<file path="config.mk">
export PLATFORM = sky130hd
export DESIGN_NAME = conv_phase_timer_flat
export DESIGN_NICKNAME = d
export VERILOG_FILES = /design/src/rtl/conv_phase_timer_if.sv /design/src/rtl/conv_phase_timer.sv /design/src/flat_wrapper.sv
export SDC_FILE = /design/constraint.sdc
export NUM_CORES = 1
export LEC_CHECK = 0
export ABC_CLOCK_PERIOD_IN_PS = 4100
export CORE_UTILIZATION = 57
export DETAILED_ROUTE_END_ITERATION = 10
export PLACE_DENSITY = 0.85
export RECOVER_POWER = 50
export SYNTH_ARGS = -nofsm -noshare
export SYNTH_HDL_FRONTEND = slang
export SYNTH_SLANG_ARGS = --single-unit
</file>
<file path="constraint.sdc">
create_clock -name clk -period 4.1 [get_ports clk]
set_input_delay 0.41 -clock clk [delete_from_list [all_inputs] [get_ports clk]]
set_output_delay 0.41 -clock clk [all_outputs]
set_load 0.02 [all_outputs]
</file>
<file path="src/rtl/conv_phase_timer_if.sv">
// Bus between the conv sequencer side and the phase timer.
// master drives the phase and handshake inputs; slave is the timer itself.
interface conv_phase_timer_if #(
    parameter int CNT_W = 10
);
    logic [2:0]       current_state;
    logic             start;
    logic             in_valid;
    logic             out_ready;
    logic             state_end;
    logic             out_valid;
    logic [CNT_W-1:0] cnt;
    logic [CNT_W-1:0] row;
    logic [CNT_W-1:0] col;

    modport master (
        output current_state, start, in_valid, out_ready,
        input  state_end, out_valid, cnt, row, col
    );

    modport slave (
        input  current_state, start, in_valid, out_ready,
        output state_end, out_valid, cnt, row, col
    );
endinterface

</file>
<file path="src/rtl/conv_phase_timer.sv">
// Phase timer for the conv sequencer: counts A/B/C work; state_end is registered and rises one edge after the last item.
// Backpressure: in_valid gates B pixel counting, out_ready stalls C beats; nothing is counted while state_end is high.
module conv_phase_timer #(
    parameter int W_LEN   = 9,
    parameter int IMG_W   = 28,
    parameter int IMG_H   = 28,
    parameter int OUT_LEN = 16,
    parameter int CNT_W   = 10
) (
    input  logic                clk,
    input  logic                rstn,
    conv_phase_timer_if.slave   bus
);
    localparam logic [2:0] ST_INIT = 3'd0;
    localparam logic [2:0] ST_A    = 3'd1;
    localparam logic [2:0] ST_B    = 3'd2;
    localparam logic [2:0] ST_C    = 3'd3;

    localparam logic [CNT_W-1:0] W_LAST   = CNT_W'(W_LEN - 1);
    localparam logic [CNT_W-1:0] COL_LAST = CNT_W'(IMG_W - 1);
    localparam logic [CNT_W-1:0] ROW_LAST = CNT_W'(IMG_H - 1);
    localparam logic [CNT_W-1:0] OUT_LAST = CNT_W'(OUT_LEN - 1);
    localparam logic [CNT_W-1:0] ONE      = CNT_W'(1);

    logic             state_end_q, state_end_d;
    logic [CNT_W-1:0] cnt_q, cnt_d;
    logic [CNT_W-1:0] row_q, row_d;
    logic [CNT_W-1:0] col_q, col_d;
    logic [2:0]       prev_state_q, prev_state_d;

    logic illegal;
    logic phase_chg;
    logic cnt_idle;
    logic out_valid;
    logic beat;

    assign illegal   = bus.current_state[2];
    assign phase_chg = (bus.current_state != prev_state_q);
    assign cnt_idle  = (cnt_q == '0) && (row_q == '0) && (col_q == '0);
    assign out_valid = (bus.current_state == ST_C) && !state_end_q;
    assign beat      = out_valid && bus.out_ready;

    always_comb begin
        state_end_d  = 1'b0;
        cnt_d        = cnt_q;
        row_d        = row_q;
        col_d        = col_q;
        prev_state_d = bus.current_state;

        if (illegal) begin
            cnt_d = '0;
            row_d = '0;
            col_d = '0;
        end else if (state_end_q) begin
            // lockout: the sequencer advances on this edge, hold everything
        end else if (phase_chg && !cnt_idle) begin
            // sequencer jumped phases with work in flight: resync to zero
            cnt_d = '0;
            row_d = '0;
            col_d = '0;
        end else begin
            unique case (bus.current_state)
                ST_INIT: state_end_d = bus.start;
                ST_A: begin
                    if (cnt_q == W_LAST) begin
                        cnt_d       = '0;
                        state_end_d = 1'b1;
                    end else begin
                        cnt_d = cnt_q + ONE;
                    end
                end
                ST_B: begin
                    if (bus.in_valid) begin
                        if (col_q == COL_LAST) begin
                            col_d = '0;
                            if (row_q == ROW_LAST) begin
                                row_d       = '0;
                                state_end_d = 1'b1;
                            end else begin
                                row_d = row_q + ONE;
                            end
                        end else begin
                            col_d = col_q + ONE;
                        end
                    end
                end
                ST_C: begin
                    if (beat) begin
                        if (cnt_q == OUT_LAST) begin
                            cnt_d       = '0;
                            state_end_d = 1'b1;
                        end else begin
                            cnt_d = cnt_q + ONE;
                        end
                    end
                end
                default: ;
            endcase
        end
    end

    always_ff @(posedge clk or negedge rstn) begin
        if (!rstn) begin
            state_end_q  <= 1'b0;
            cnt_q        <= '0;
            row_q        <= '0;
            col_q        <= '0;
            prev_state_q <= ST_INIT;
        end else begin
            state_end_q  <= state_end_d;
            cnt_q        <= cnt_d;
            row_q        <= row_d;
            col_q        <= col_d;
            prev_state_q <= prev_state_d;
        end
    end

    assign bus.state_end = state_end_q && !illegal;
    assign bus.out_valid = out_valid;
    assign bus.cnt = ((bus.current_state == ST_A) || (bus.current_state == ST_C)) ? cnt_q : '0;
    assign bus.row = (bus.current_state == ST_B) ? row_q : '0;
    assign bus.col = (bus.current_state == ST_B) ? col_q : '0;
endmodule

</file>
<file path="src/flat_wrapper.sv">
// flat-port wrapper written by rule: the top's interface ports become plain ports
module conv_phase_timer_flat 
#(
    parameter int W_LEN   = 9,
    parameter int IMG_W   = 28,
    parameter int IMG_H   = 28,
    parameter int OUT_LEN = 16,
    parameter int CNT_W   = 10
)
  (clk, rstn, bus_current_state, bus_start, bus_in_valid, bus_out_ready, bus_state_end, bus_out_valid, bus_cnt, bus_row, bus_col);
  conv_phase_timer_if #(.CNT_W(CNT_W)) bus_i ();
  input  logic clk;
  input  logic rstn;
  input wire logic [$bits(bus_i.current_state)-1:0] bus_current_state;
  input wire logic [$bits(bus_i.start)-1:0] bus_start;
  input wire logic [$bits(bus_i.in_valid)-1:0] bus_in_valid;
  input wire logic [$bits(bus_i.out_ready)-1:0] bus_out_ready;
  output wire logic [$bits(bus_i.state_end)-1:0] bus_state_end;
  output wire logic [$bits(bus_i.out_valid)-1:0] bus_out_valid;
  output wire logic [$bits(bus_i.cnt)-1:0] bus_cnt;
  output wire logic [$bits(bus_i.row)-1:0] bus_row;
  output wire logic [$bits(bus_i.col)-1:0] bus_col;
  assign bus_i.current_state = bus_current_state;
  assign bus_i.start = bus_start;
  assign bus_i.in_valid = bus_in_valid;
  assign bus_i.out_ready = bus_out_ready;
  assign bus_state_end = bus_i.state_end;
  assign bus_out_valid = bus_i.out_valid;
  assign bus_cnt = bus_i.cnt;
  assign bus_row = bus_i.row;
  assign bus_col = bus_i.col;
  conv_phase_timer #(.W_LEN(W_LEN), .IMG_W(IMG_W), .IMG_H(IMG_H), .OUT_LEN(OUT_LEN), .CNT_W(CNT_W)) u_core (.clk(clk), .rstn(rstn), .bus(bus_i));
endmodule
</file>
# ---- After elaboration in Yosys (flattened, before gate mapping)
# Index checks and enable logic that the tools add are counted.
dict set report word_totals {
  reg_bits 34
  latchBits 0
  mem_bits_rw 0
  romBits 0
  input_bits 8
  output_inout_bits 32
  word_cells 72
  n_memories 0
}
dict set report op_classes {
  addsub 3
  mul 0
  div_mod_pow 0
  order_cmp 0
  eq_ne 10
  shifts 0
  n_mux 33
  bitwise 0
  n_reduce_logical 21
}
# cell count
set op_table {}
lappend op_table {{$mux 10} 22}
lappend op_table {{$add 10x1->10 const B} 3}
lappend op_table {{$logic_not 10->1} 3}
lappend op_table {{$eq 10x4->1 const B} 2}
lappend op_table {{$eq 10x5->1 const B} 2}
lappend op_table {{$pmux 10 s2} 1}
lappend op_table {{$mux 1} 9}
lappend op_table {{$reduce_bool 3->1} 3}
lappend op_table {{$eq 3x2->1 const B} 2}
lappend op_table {{$logic_and 1x1->1} 6}
lappend op_table {{$reduce_and 3->1} 2}
lappend op_table {{$ne 4x2->1 const B} 1}
lappend op_table {{$pmux 1 s4} 1}
lappend op_table {{$reduce_and 4->1} 1}
lappend op_table {{$reduce_bool 4->1} 1}
lappend op_table {{$eq 3x1->1 const B} 1}
lappend op_table {{$logic_not 1->1} 3}
lappend op_table {{$logic_not 3->1} 1}
lappend op_table {{$ne 3x3->1} 1}
lappend op_table {{$ne 2x2->1 const B} 1}
lappend op_table {{$logic_or 1x1->1} 1}

# ---- Longest topological paths before layout
# Gate-level depths: netlist of run 1.
dict set report depth {
  depth_word 8
  depth_mapped 9
  depth_no_buf 8
}

# ---- Least setup slack after synthesis of run 1
# OpenSTA, ideal clock, no wires.
dict set report synth_timing {
  kind {flip-flop to flip-flop}
  from {register u_core.cnt_q[0]}
  to {register u_core.col_q[9]}
  setup_ns 0.078
  arrival_ns 2.172
  required_time_ns 4.022
  slack_ns 1.850
  stages_incl_launch_ff 9
  path_buffers 0
  synth_period_minus_slack_ns 2.250
  path_cell_list {dfrtp_1 inv_1 ha_1 nor4b_1 and4_1 a311o_1 and2_1 or4_1 a21oi_1}
}
dict set report synth_via {
  elab_chain_cells 8
  word_cells_on_any_way 11
  cone_classes {mux: 3; reduce/logical: 8}
}
# element line
set synth_rtl {}
lappend synth_rtl {{start, declared} conv_phase_timer.sv:26} ;# logic [CNT_W-1:0] cnt_q, cnt_d;
lappend synth_rtl {{start signal, assigned} conv_phase_timer.sv:111} ;# cnt_q <= cnt_d;
lappend synth_rtl {{$logic_not 10->1 *} conv_phase_timer.sv:39} ;# assign cnt_idle = (cnt_q == '0) && (row_q == '0) && (col_q == '0);
lappend synth_rtl {{$logic_and 1x1->1 * (2 in series)} conv_phase_timer.sv:39}
lappend synth_rtl {{$logic_not 1->1 *} conv_phase_timer.sv:56} ;# end else if (phase_chg && !cnt_idle) begin
lappend synth_rtl {{$logic_and 1x1->1 *} conv_phase_timer.sv:56}
lappend synth_rtl {{$mux 10} conv_phase_timer.sv:56}
lappend synth_rtl {{$mux 10} conv_phase_timer.sv:54} ;# end else if (state_end_q) begin
lappend synth_rtl {{$mux 10} conv_phase_timer.sv:50} ;# if (illegal) begin
lappend synth_rtl {{end signal, assigned} conv_phase_timer.sv:113} ;# col_q <= col_d;
lappend synth_rtl {{end, declared} conv_phase_timer.sv:28} ;# logic [CNT_W-1:0] col_q, col_d;
# Mark *: on every way between the ends. The rest lies on a longest branch, timed or not. The select of a mux whose other input is x is not followed.
# A chain may end at the register's enable or synchronous reset.

# ---- Worst setup path in the final report of run 1
dict set report layout_timing {
  from {input bus_current_state[1]}
  to {register u_core.col_q[9]}
}
dict set report layout_via {
  elab_chain_cells 5
  word_cells_on_any_way 9
  cone_classes {eq/ne: 2; mux: 3; reduce/logical: 4}
}
# element line
set layout_rtl {}
lappend layout_rtl {{start, declared} flat_wrapper.sv:14} ;# input wire logic [$bits(bus_i.current_state)-1:0] bus_current_state;
lappend layout_rtl {{$ne 3x3->1} conv_phase_timer.sv:38} ;# assign phase_chg = (bus.current_state != prev_state_q);
lappend layout_rtl {{$logic_and 1x1->1} conv_phase_timer.sv:56}
lappend layout_rtl {{$mux 10} conv_phase_timer.sv:56}
lappend layout_rtl {{$mux 10} conv_phase_timer.sv:54}
lappend layout_rtl {{$mux 10} conv_phase_timer.sv:50}
# Parallel ways exist; a longest one is shown, timed or not. The select of a mux whose other input is x is not followed.

==> results of run 1 <==
-- power groups by stage --
| stage | logic [mW] | registers [mW] | clock network, mW |
|---|---|---|---|
| after floorplan | 0.259 | 0.376 | 0 |
| after CTS | 0.347 | 0.379 | 0.393 |
| after global routing | 0.363 | 0.382 | 0.411 |
| after global placement | 0.338 | 0.385 | 0 |
| after detailed placement | 0.345 | 0.385 | 0 |
| final | 0.326 | 0.379 | 0.391 |
-- final cells by class --
| type | count | share of cell area [%] |
|---|---|---|
| multi-input cells | 208 | 46.4 |
| flip-flops and latches | 34 | 30.2 |
| repair buffers | 43 | 14.5 |
| clock buffers | 6 | 2.93 |
| clock inverters | 2 | 2.13 |
| well taps | 48 | 2.13 |
| inverters | 12 | 1.60 |
-- cell families after synthesis --
| kind of cell | after synthesis | synth area share, % |
|---|---|---|
| flops | 34 | 37.3 |
| fa+ha+maj | 6 | 3.29 |
| buf+inv | 25 | 4.60 |
| mux | 1 | 0.493 |
| compound gates | 52 | 17.3 |
| xor+xnor | 6 | 2.30 |
| simple gates | 143 | 34.8 |
-- worst max path at each step --
| stage | endpoint | cells past startpoint |
|---|---|---|
| global placement | u_core.cnt_q[3] | 7 |
| detailed placement | u_core.cnt_q[3] | 7 |
| CTS | bus_out_valid | 5 |
| finish | u_core.col_q[9] | 8 |
| global route | u_core.col_q[9] | 8 |
| floorplan | u_core.col_q[9] | 8 |
-- metrics by stage --
stage          std cells  setup slack, ns  hold WS (ns)
5_1_grt              353            0.661         0.599
3_5_place_dp         345             1.01         0.547
3_3_place_gp         345             1.08         0.554
4_1_cts              353             1.14         0.547
2_1_floorplan        267             1.85         0.114
6_report             353            0.901         0.569
-- synth_stat cells (2+ instances only) --
library cell | instances | share of area [%]
inv_1 | 12 | 2.0
o21ai_0 | 7 | 1.5
nor3b_1 | 3 | 0.99
a22o_1 | 4 | 1.5
a21oi_1 | 9 | 2.0
and3_1 | 29 | 7.9
nor2b_1 | 4 | 1.1
nor4_1 | 3 | 0.82
nand2b_1 | 2 | 0.55
or3_1 | 7 | 1.9
nand3b_1 | 3 | 0.99
o22ai_1 | 2 | 0.55
nor4b_1 | 2 | 0.77
ha_1 | 6 | 3.3
dfrtp_1 | 34 | 37
a22oi_1 | 2 | 0.66
a211o_1 | 6 | 2.3
or2_2 | 3 | 0.82
a21o_1 | 4 | 1.3
nor2_1 | 16 | 2.6
nand2_1 | 24 | 3.9
nand3_1 | 14 | 3.1
o31ai_1 | 4 | 1.3
buf_2 | 3 | 0.66
o211ai_1 | 3 | 0.99
xor2_1 | 4 | 1.5
and2_1 | 17 | 4.7
xnor2_1 | 2 | 0.77
nor3_1 | 10 | 2.2
clkbuf_1 | 8 | 1.3
-- registers in the layout, indices dropped and copies added, names as in the netlist --
name                 count
u_core.cnt_q            10
u_core.col_q            10
u_core.prev_state_q      3
u_core.row_q            10
u_core.state_end_q       1
-- cell usage in the layout (no fill, tap or decap), types with 3 or more instances in the layout --
master,instances
nand3_1,14
clkbuf_8,6
nor2_1,16
nor3b_1,3
a211o_1,6
inv_1,12
ha_1,6
xor2_1,4
clkdlybuf4s50_1,34
a21oi_1,9
and3_1,29
nand3b_1,3
dfrtp_1,34
dlygate4sd3_1,5
nor3_1,10
or2_2,3
nor4_1,3
a21o_1,4
o21ai_0,7
a22o_1,4
o211ai_1,3
or3_1,7
clkbuf_1,3
nand2_1,24
o31ai_1,4
nor2b_1,4
and2_1,16
-- per-layer routing --
layer | wire [µm] | up-vias | global-route usage (%)
li1 | - | 1037 | -
met1 | 2530 | 1045 | 40.3
met2 | 2660 | 73 | 45.9
met3 | 308 | 6 | 6.08
met4 | 56 | 0 | 7.34
met5 | 0 | - | 0
-- critical path, delay by kind of cell --
| family | cells | cell delay [ns] |
|---|---|---|
| AND/OR/NAND/NOR | 3 | 1.04 |
| AO/OA/AOI/OAI | 2 | 0.55 |
| XOR/XNOR | 1 | 0.20 |
| buffers and inverters | 2 | 1.21 |
==> run metrics, run 1 <==
Crit Path Category input port to flop; Sw Share 33.5%; IO Pins 40; total power draw ~1.1 mW; RSZ-0062 raised after global routing no; Worst Tran Pin Value about 1.9 ns; Tcrit/Tclk final 78.0%; DR DRC count 0; gpl congestion between 0.8 and 0.9; clock sink total 34; H-Tree Depth 2; area post-placement 2700 µm²; Comb power frac 29.7%; clk_lat worst skew approximately 0.30 ns; FF+latch count, synth 34; NumNets Final about 320; failing checks capacitance limit, slew limit; Bufs on Longest Clock Path 2; register area share after synthesis a little under two fifths; slowest CP cell clkbuf_1; die height ~65 µm; status finished with violations; power per cell area ~390 nW/µm²; total congestion overflow 0; Synth-to-Final Area Change 23.4%; Clock power frac 35.7%; n_diodes 0; WHS Endpoint u_core.col_q[1]; Fin. Hold Viols 0; area of the multi-input gates approximately 1300 µm²; worst r2r dst u_core.col_q[9]; drt first pass iters 5; CP Data Arrival Time 3.41 ns; HP Class flop to flop; # port buffers 39; Fillers a little under 300; Synth cell types 50; CTS Hold Bufs 0; vias per cell approximately 6.1; asr flop ratio synth 100%; floorplan row count 22; clock slew at reported path FFs approximately 0.070 ns; R2R depth 8; Tmin final 3.20 ns; final setup fails 0; Final Instance Area between 2000 and 3000 µm²; Total Routing Usage GR a little under 30%; Worst setup EP type flop; Post-Route Utilization roughly three quarters; initial antenna violation count 0; wire per inst approximately 16 µm; Synthesis Warnings 0; Initial Util between 60% and 70%; Routed WL roughly 5.6 mm; crit path cell chain dlygate4sd3_1 > clkbuf_1 > xor2_1 > nor3_1 > a311o_1 > and2_0 > or4_1 > a21oi_1; Sum Neg Setup Slack 0 ns; top_reg_cell synth dfrtp_1; fraction of layout cells with a size suffix above 1 approximately 4.6%; number of global-route vias before repair about 1,900; Pint approximately 0.73 mW; Worst Skew approximately 0.012 ns; Max-slew headroom -27.1%; Final ANT Viol Nets 0; postcts setup bufs 0; CTS tree done; Pins Over Slew Limit 35; Pleak around 1.3 nW; Net Count, Synth ~280; Hold Crit Start u_core.col_q[1]; initial DRC count slightly below 200; number of synthesized flops with an enable pin 0; Flop pwr share 34.6%; worst-path maximum fanout 26; vias 2,161; CTS resizes 0; first-pass GRT wire length ~9.4 mm; max-cap violation count 1; post-DP HPWL ~3.9 mm; die area approximately 4300 µm²; largest net degree at the start of global routing 35; Reg area roughly 850 µm²; R2R Setup Slk 1.38 ns; Syn Area/Cell approximately 8.5 µm²; hold depth 1; CP Launch Point bus_current_state[1]; Crit path largest cell delay a little under 0.7 ns; Synth Instances 267; Net Switching 0.367 mW; synthesized area 2280 µm²; total CTS buffers 5; highest clock rate around 310 MHz; required time of the critical path around 4.3 ns; Peak VDD IR slightly below 0.3 mV; Die W ~65 µm; root buffer cell clkbuf_8; Critical R2R Launch u_core.col_q[0]; crit start category input port; Core ar. ~3700 µm²
(Power assumes the default switching activity.)
==> run 2: changes to the inputs <==
ABC_CLOCK_PERIOD_IN_PS = 3200   (was 4100)
CORE_UTILIZATION = 53   (was 57)
PLACE_DENSITY = 0.8   (was 0.85)
clock period = 3.2 ns   (was 4.1 ns; I/O delays follow)
==> run 2 against run 1 <==
The flow still finishes with violations (capacitance limit, slew limit). Cell area shrank 0.93%. First-iteration DRC count shrank 25%. Global-route usage shrank 2.5 points. Clock power shrank 16%. Sequential power grew 28%. Hold slack gained 0.0061 ns. Combinational power grew 31%. Total power grew 13%. Clock skew shrank 0.0071 ns. Largest cell class unchanged. Count of clock-buffer cells in the layout grew 1. Critical path depth shrank 2. Critical path type is now input port to output port. Flip-flop and latch count is the same.
==> run metrics, run 2 (same netlist as run 1, synthesis figures left out) <==
commonest non-fill, non-tap cells in the layout dfrtp_1, clkdlybuf4s50_1, and3_1; initial antenna violation count 0 (unchanged); Routed WL 5.55 mm (-0.18%); Initial Util 56.2% (-4.7 points); WP depth 6 (-2); total power draw 1.24 mW (+13%); CTS tree done; clk_lat worst skew 0.29 ns (about the same); met2 usage 41.7% (-4.2 points); Total Routing Usage GR 26.5% (-2.5 points); post-DP HPWL 3.98 mm (+2.7%); CP Data Arrival Time 2.40 ns (-1.01 ns); Core ar. 4060 µm² (+8.4%); status finished with violations; Die W 67.6 µm (+3.6%); RSZ-0062 raised after global routing no; gpl congestion 0.919 (+7.0%); vias per cell 5.92 (-3.4%); vias 2,118 (-2.0%); CP top delay family buffers and inverters; final setup fails 0 (unchanged); pre-CTS setup slack 0.509 ns (-0.504 ns); met1 usage 35.6% (-4.7 points); die area 4570 µm² (+7.3%); Pins Over Slew Limit 35 (unchanged); Peak VDD IR 0.249 mV (-16%); required time of the critical path 2.88 ns (-1.43 ns); Synth-to-Final Area Change 22.2%; failing checks capacitance limit, slew limit; Final ANT Viol Nets 0 (unchanged); commonest non-fill, non-tap cell in the layout dfrtp_1; grt peak-use layer met2; Worst Skew 0.00527 ns (-0.00709 ns); Pint 0.782 mW (+7.3%); Bufs on Longest Clock Path 2 (unchanged); drt first pass iters 4 (-1); # port buffers 39 (unchanged); slowest CP cell clkdlybuf4s50_1; CTS Hold Bufs 0 (unchanged); Comb power frac 34.4% (+4.7 points); floorplan row count 23 (+4.5%); IO Pins 40 (unchanged); Max-slew headroom -28.2% (-1.1 points); crit start category input port; HP Class flop to flop; Tcrit/Tclk final ~85%; max-cap violation count 1 (unchanged); worst-path maximum fanout 20 (-23%); clock sink total 34 (unchanged); crit path cell chain clkdlybuf4s50_1 > clkbuf_1 > nor2_1 > buf_4 > and3_1 > clkdlybuf4s50_1; NumNets Final 321 (+0.94%); Worst setup EP type output port; H-Tree Depth 2 (unchanged); worst setup slack after layout 0.480 ns (-0.422 ns); wire per inst 15.5 µm (-1.6%); n_diodes 0 (unchanged); number of global-route vias before repair 1,932 (+0.052%); highest clock rate 368 MHz; Crit path largest cell delay 0.54 ns (-0.15 ns); R2R depth 8 (unchanged); Crit path top cell by count clkdlybuf4s50_1; fraction of layout cells with a size suffix above 1 5.19% (+0.60 points); Fillers 335 (+15%); root buffer cell clkbuf_8; Flop pwr share 39.0% (+4.4 points); M3 GR Usage 6.08% (about the same); DR DRC count 0 (unchanged); initial DRC count 149 (-25%); Tmin final between 2 and 3 ns; Clock power frac 26.5% (-9.2 points); Fin. Hold Viols 0 (unchanged); power per cell area 445 nW/µm² (+14%); first-pass GRT wire length 8.96 mm (-4.7%); Pleak 1.28 nW (+0.53%); Sw Share 37.0% (+3.5 points); hold depth 1 (unchanged); Sum Neg Setup Slack 0 ns (unchanged); worst hold slack 0.575 ns (+0.00609 ns); total congestion overflow 0 (unchanged); total CTS buffers 5 (unchanged); CTS resizes 0 (unchanged); postcts setup bufs 0 (unchanged); Worst Tran Pin Value 1.92 ns (+0.0162 ns); largest net degree at the start of global routing 35 (unchanged); Crit Path Category input port to output port; worst path bufs/invs 4 (+2); Regs by FF count u_core.cnt_q x10, u_core.col_q x10, u_core.row_q x10; Net Switching 0.460 mW (+25%); clock slew at reported path FFs 0.07 ns (about the same); die height 67.6 µm (+3.6%)
-- run 2: cell types whose count changed in the layout (fill, tap and decap cells not counted), sizes merged --
cell,delta
buf,+3
bufinv,-2
clkbuf,+1
clkdlybuf4s50,-3
clkinv,+1
dlygate4sd3,+3
-- run 2: area by class of cell --
type	instances	area [µm²]	share of cell area (%)
Multi-Input combinational cell	208	1310	46.9
Sequential cell	34	851	30.5
Timing Repair Buffer	46	432	15.5
Clock buffer	7	86.3	3.10
Tap cell	50	62.6	2.24
Inverter	12	45.0	1.62
Clock inverter	1	5.00	0.179
-- run 2: layer usage --
metal | share of wire [%] | vias up | wire (µm)
met1 | 47 | 1001 | 2620
met2 | 47 | 68 | 2620
met4 | 0.92 | 0 | 51
li1 | - | 1042 | -
met3 | 4.7 | 7 | 261
met5 | 0 | - | 0
-- run 2: worst paths after layout --
check	startpoint	end	slack [ns]
setup / recovery	bus_current_state[2]	bus_row[4]	0.48
hold / removal	u_core.col_q[0]	u_core.col_q[0]	0.58
setup reg to reg	u_core.col_q[0]	u_core.col_q[9]	0.54
hold reg to reg	u_core.col_q[0]	u_core.col_q[0]	0.58
max in group asynchronous	rstn	u_core.row_q[5]	0.99
min in group asynchronous	rstn	u_core.cnt_q[8]	1.10
-- run 2: power groups by stage --
stage	combinational (mW)	sequential (mW)	clock (mW)
floorplan	0.332	0.482	0
global placement	0.445	0.493	0
CTS	0.456	0.484	0.338
finish	0.428	0.485	0.330
global route	0.474	0.488	0.354
detailed placement	0.454	0.492	0
-- run 2: stage by stage --
step                utilization (%)  std cells  cell area, µm²
global route                   68.7        358            2790
detailed placement             67.2        350            2730
floorplan                         -        267            2280
finish                         68.7        358            2790
global placement               67.2        350            2730
CTS                            69.5        358            2820
==> run 3: changes to the inputs <==
PLACE_DENSITY = 0.79   (was 0.8)
==> run 3 against run 2 <==
The run still ends with capacitance limit, slew limit left. First-iteration DRC count grew 10%. Global-route usage grew 0.35 points. Cell area grew 0.49%. Register-to-register slack lost 0.07 ns. Non-clock buffer count grew 1. Core utilization grew 0.34 points. Sequential share of layout area shrank 0.15 points. Total power grew 0.58%. Largest cell class unchanged. Largest power group unchanged.
==> run metrics, run 3 (same netlist as run 1, synthesis figures left out) <==
status finished with violations; failing checks capacitance limit, slew limit; Flop pwr share 38.8% (-0.2 points); Crit Path Category input port to output port; postcts setup bufs 0 (unchanged); floorplan row count 23 (unchanged); WHS Endpoint u_core.col_q[0]; Fin. Hold Viols 0 (unchanged); Tcrit/Tclk final 87.1% (+2.1 points); Die W 67.6 µm (unchanged); # port buffers 39 (unchanged); final setup fails 0 (unchanged); Clock power frac 24.1% (-2.4 points); Worst Tran Pin Value 1.87 ns (-0.0512 ns); die area 4570 µm² (unchanged); worst-path maximum fanout 13 (-35%); HP Class flop to flop; Pint 0.774 mW (-1.1%); Critical R2R Launch u_core.cnt_q[0]; largest net degree at the start of global routing 35 (unchanged); required time of the critical path 2.88 ns (about the same); Routed WL 5.72 mm (+3.1%); clk_lat worst skew 0.29 ns (about the same); commonest non-fill, non-tap cells in the layout dfrtp_1, clkdlybuf4s50_1, and3_1; post-DP HPWL 4.13 mm (+3.8%); worst r2r dst u_core.col_q[9]; vias 2,140 (+1.0%); Max-slew headroom -24.8% (+3.4 points); die height 67.6 µm (unchanged); Final ANT Viol Nets 0 (unchanged); gpl congestion 0.927 (+0.86%); Regs by FF count u_core.cnt_q x10, u_core.col_q x10, u_core.row_q x10; Comb power frac 37.1% (+2.7 points); Total Routing Usage GR 26.9% (+0.35 points); NumNets Final 322 (+0.31%); number of global-route vias before repair 1,927 (-0.26%); total power draw 1.25 mW (+0.58%); CP Data Arrival Time 2.47 ns (+0.07 ns); hold depth 1 (unchanged); total CTS buffers 5 (unchanged); first-pass GRT wire length 9.09 mm (+1.5%); CTS Hold Bufs 0 (unchanged); vias per cell 5.98 (+1.0%); drt first pass iters 4 (unchanged); R2R Setup Slk 0.47 ns (-0.07 ns); crit path cell chain clkdlybuf4s50_1 > clkbuf_1 > nor2_1 > clkbuf_1 > and3_1 > clkdlybuf4s50_1; wire per inst 16.0 µm (+3.1%); H-Tree Depth 2 (unchanged); clock slew at reported path FFs 0.06 ns (about the same); highest clock rate 359 MHz (-2.4%); max-cap violation count 1 (unchanged); Worst Skew 0.00708 ns (+0.00181 ns); Initial Util 56.2% (unchanged); CP top delay family buffers and inverters; CTS resizes 0 (unchanged); Pins Over Slew Limit 35 (unchanged); Core ar. 4060 µm² (unchanged); worst path bufs/invs 4 (unchanged); fraction of layout cells with a size suffix above 1 6.17% (+0.97 points); Sw Share 38.1% (+1.0 points); crit start category input port; Sum Neg Setup Slack 0 ns (unchanged); RSZ-0062 raised after global routing no; slowest CP cell clkdlybuf4s50_1; Crit path largest cell delay 0.54 ns (about the same); CTS tree done; n_diodes 0 (unchanged); area post-placement 2740 µm² (+0.27%); initial DRC count 164 (+10%); Hold Crit Start u_core.col_q[0]; Synth-to-Final Area Change 22.8%; commonest non-fill, non-tap cell in the layout dfrtp_1; Worst setup EP type output port; power per cell area 446 nW/µm² (about the same); Peak VDD IR 0.218 mV (-13%); root buffer cell clkbuf_8; R2R depth 8 (unchanged); Final Instance Area 2800 µm² (+0.49%); total congestion overflow 0 (unchanged); DR DRC count 0 (unchanged); Fillers 355 (+6.0%); clock sink total 34 (unchanged); Bufs on Longest Clock Path 2 (unchanged); Net Switching 0.475 mW (+3.4%); Tmin final 2.79 ns (+0.0674 ns); Pleak 1.28 nW (+0.58%); IO Pins 40 (unchanged); initial antenna violation count 0 (unchanged)
-- run 3: changes by cell type in the layout (fill, tap and decap cells not counted), sizes merged --
cell,change
buf,+1
clkbuf,-2
clkinv,+1
-- run 3: power by group through the flow --
stage | logic (mW) | clock network (mW) | registers, mW
3_5_place_dp | 0.458 | 0 | 0.494
3_3_place_gp | 0.449 | 0 | 0.492
5_1_grt | 0.506 | 0.322 | 0.488
2_1_floorplan | 0.332 | 0 | 0.482
4_1_cts | 0.464 | 0.305 | 0.486
6_report | 0.463 | 0.301 | 0.485
-- run 3: worst max-delay path by stage --
| stage | startpoint | end | cells past startpoint | slack, ns |
|---|---|---|---|---|
| 4_1_cts | u_core.cnt_q[0] | u_core.col_q[9] | 8 | 0.57 |
| 5_1_grt | bus_current_state[2] | bus_row[8] | 6 | 0.30 |
| 3_5_place_dp | bus_current_state[0] | u_core.col_q[9] | 7 | 0.52 |
| 3_3_place_gp | bus_current_state[0] | u_core.col_q[9] | 7 | 0.58 |
| 2_1_floorplan | u_core.cnt_q[0] | u_core.col_q[9] | 8 | 0.95 |
| 6_report | bus_current_state[2] | bus_row[7] | 6 | 0.41 |
-- run 3: worst register-to-register path: cells and delay by family (launching register included) --
family | cells | cell delay, ns
and+or+nand+nor | 4 | 1.35
buffers and inverters | 1 | 0.07
AOI/OAI and AO/OA | 2 | 0.58
adders and majority gates | 1 | 0.22
DFF | 1 | 0.42
-- run 3: through the flow --
stage / utilization (%) / cells / worst slack, ns / hold WS, ns
after CTS: 69.3 / 358 / 0.573 / 0.457
after floorplan: - / 267 / 0.950 / 0.0244
after global routing: 69.1 / 358 / 0.303 / 0.587
after global placement: 67.4 / 351 / 0.582 / 0.557
after detailed placement: 67.4 / 351 / 0.522 / 0.554
final: 69.1 / 358 / 0.412 / 0.562
-- run 3: routing by layer --
| metal | GRT usage [%] | share of wire [%] | up-vias |
|---|---|---|---|
| met5 | 0 | 0 | - |
| met4 | 10.1 | 1.8 | 0 |
| met3 | 5.91 | 4.5 | 8 |
| met2 | 44.8 | 48 | 59 |
| met1 | 33.5 | 45 | 1033 |
| li1 | - | - | 1040 |
-- run 3: layout make-up --
| cell class | instances | area [µm²] | area share, % |
|---|---|---|---|
| clock buffer | 5 | 68.8 | 2.46 |
| clock inverter | 2 | 10.0 | 0.357 |
| inverter | 12 | 45.0 | 1.61 |
| multi-input combinational | 208 | 1330 | 47.3 |
| sequential | 34 | 851 | 30.4 |
| tap | 50 | 62.6 | 2.23 |
| timing repair buffer | 47 | 439 | 15.7 |
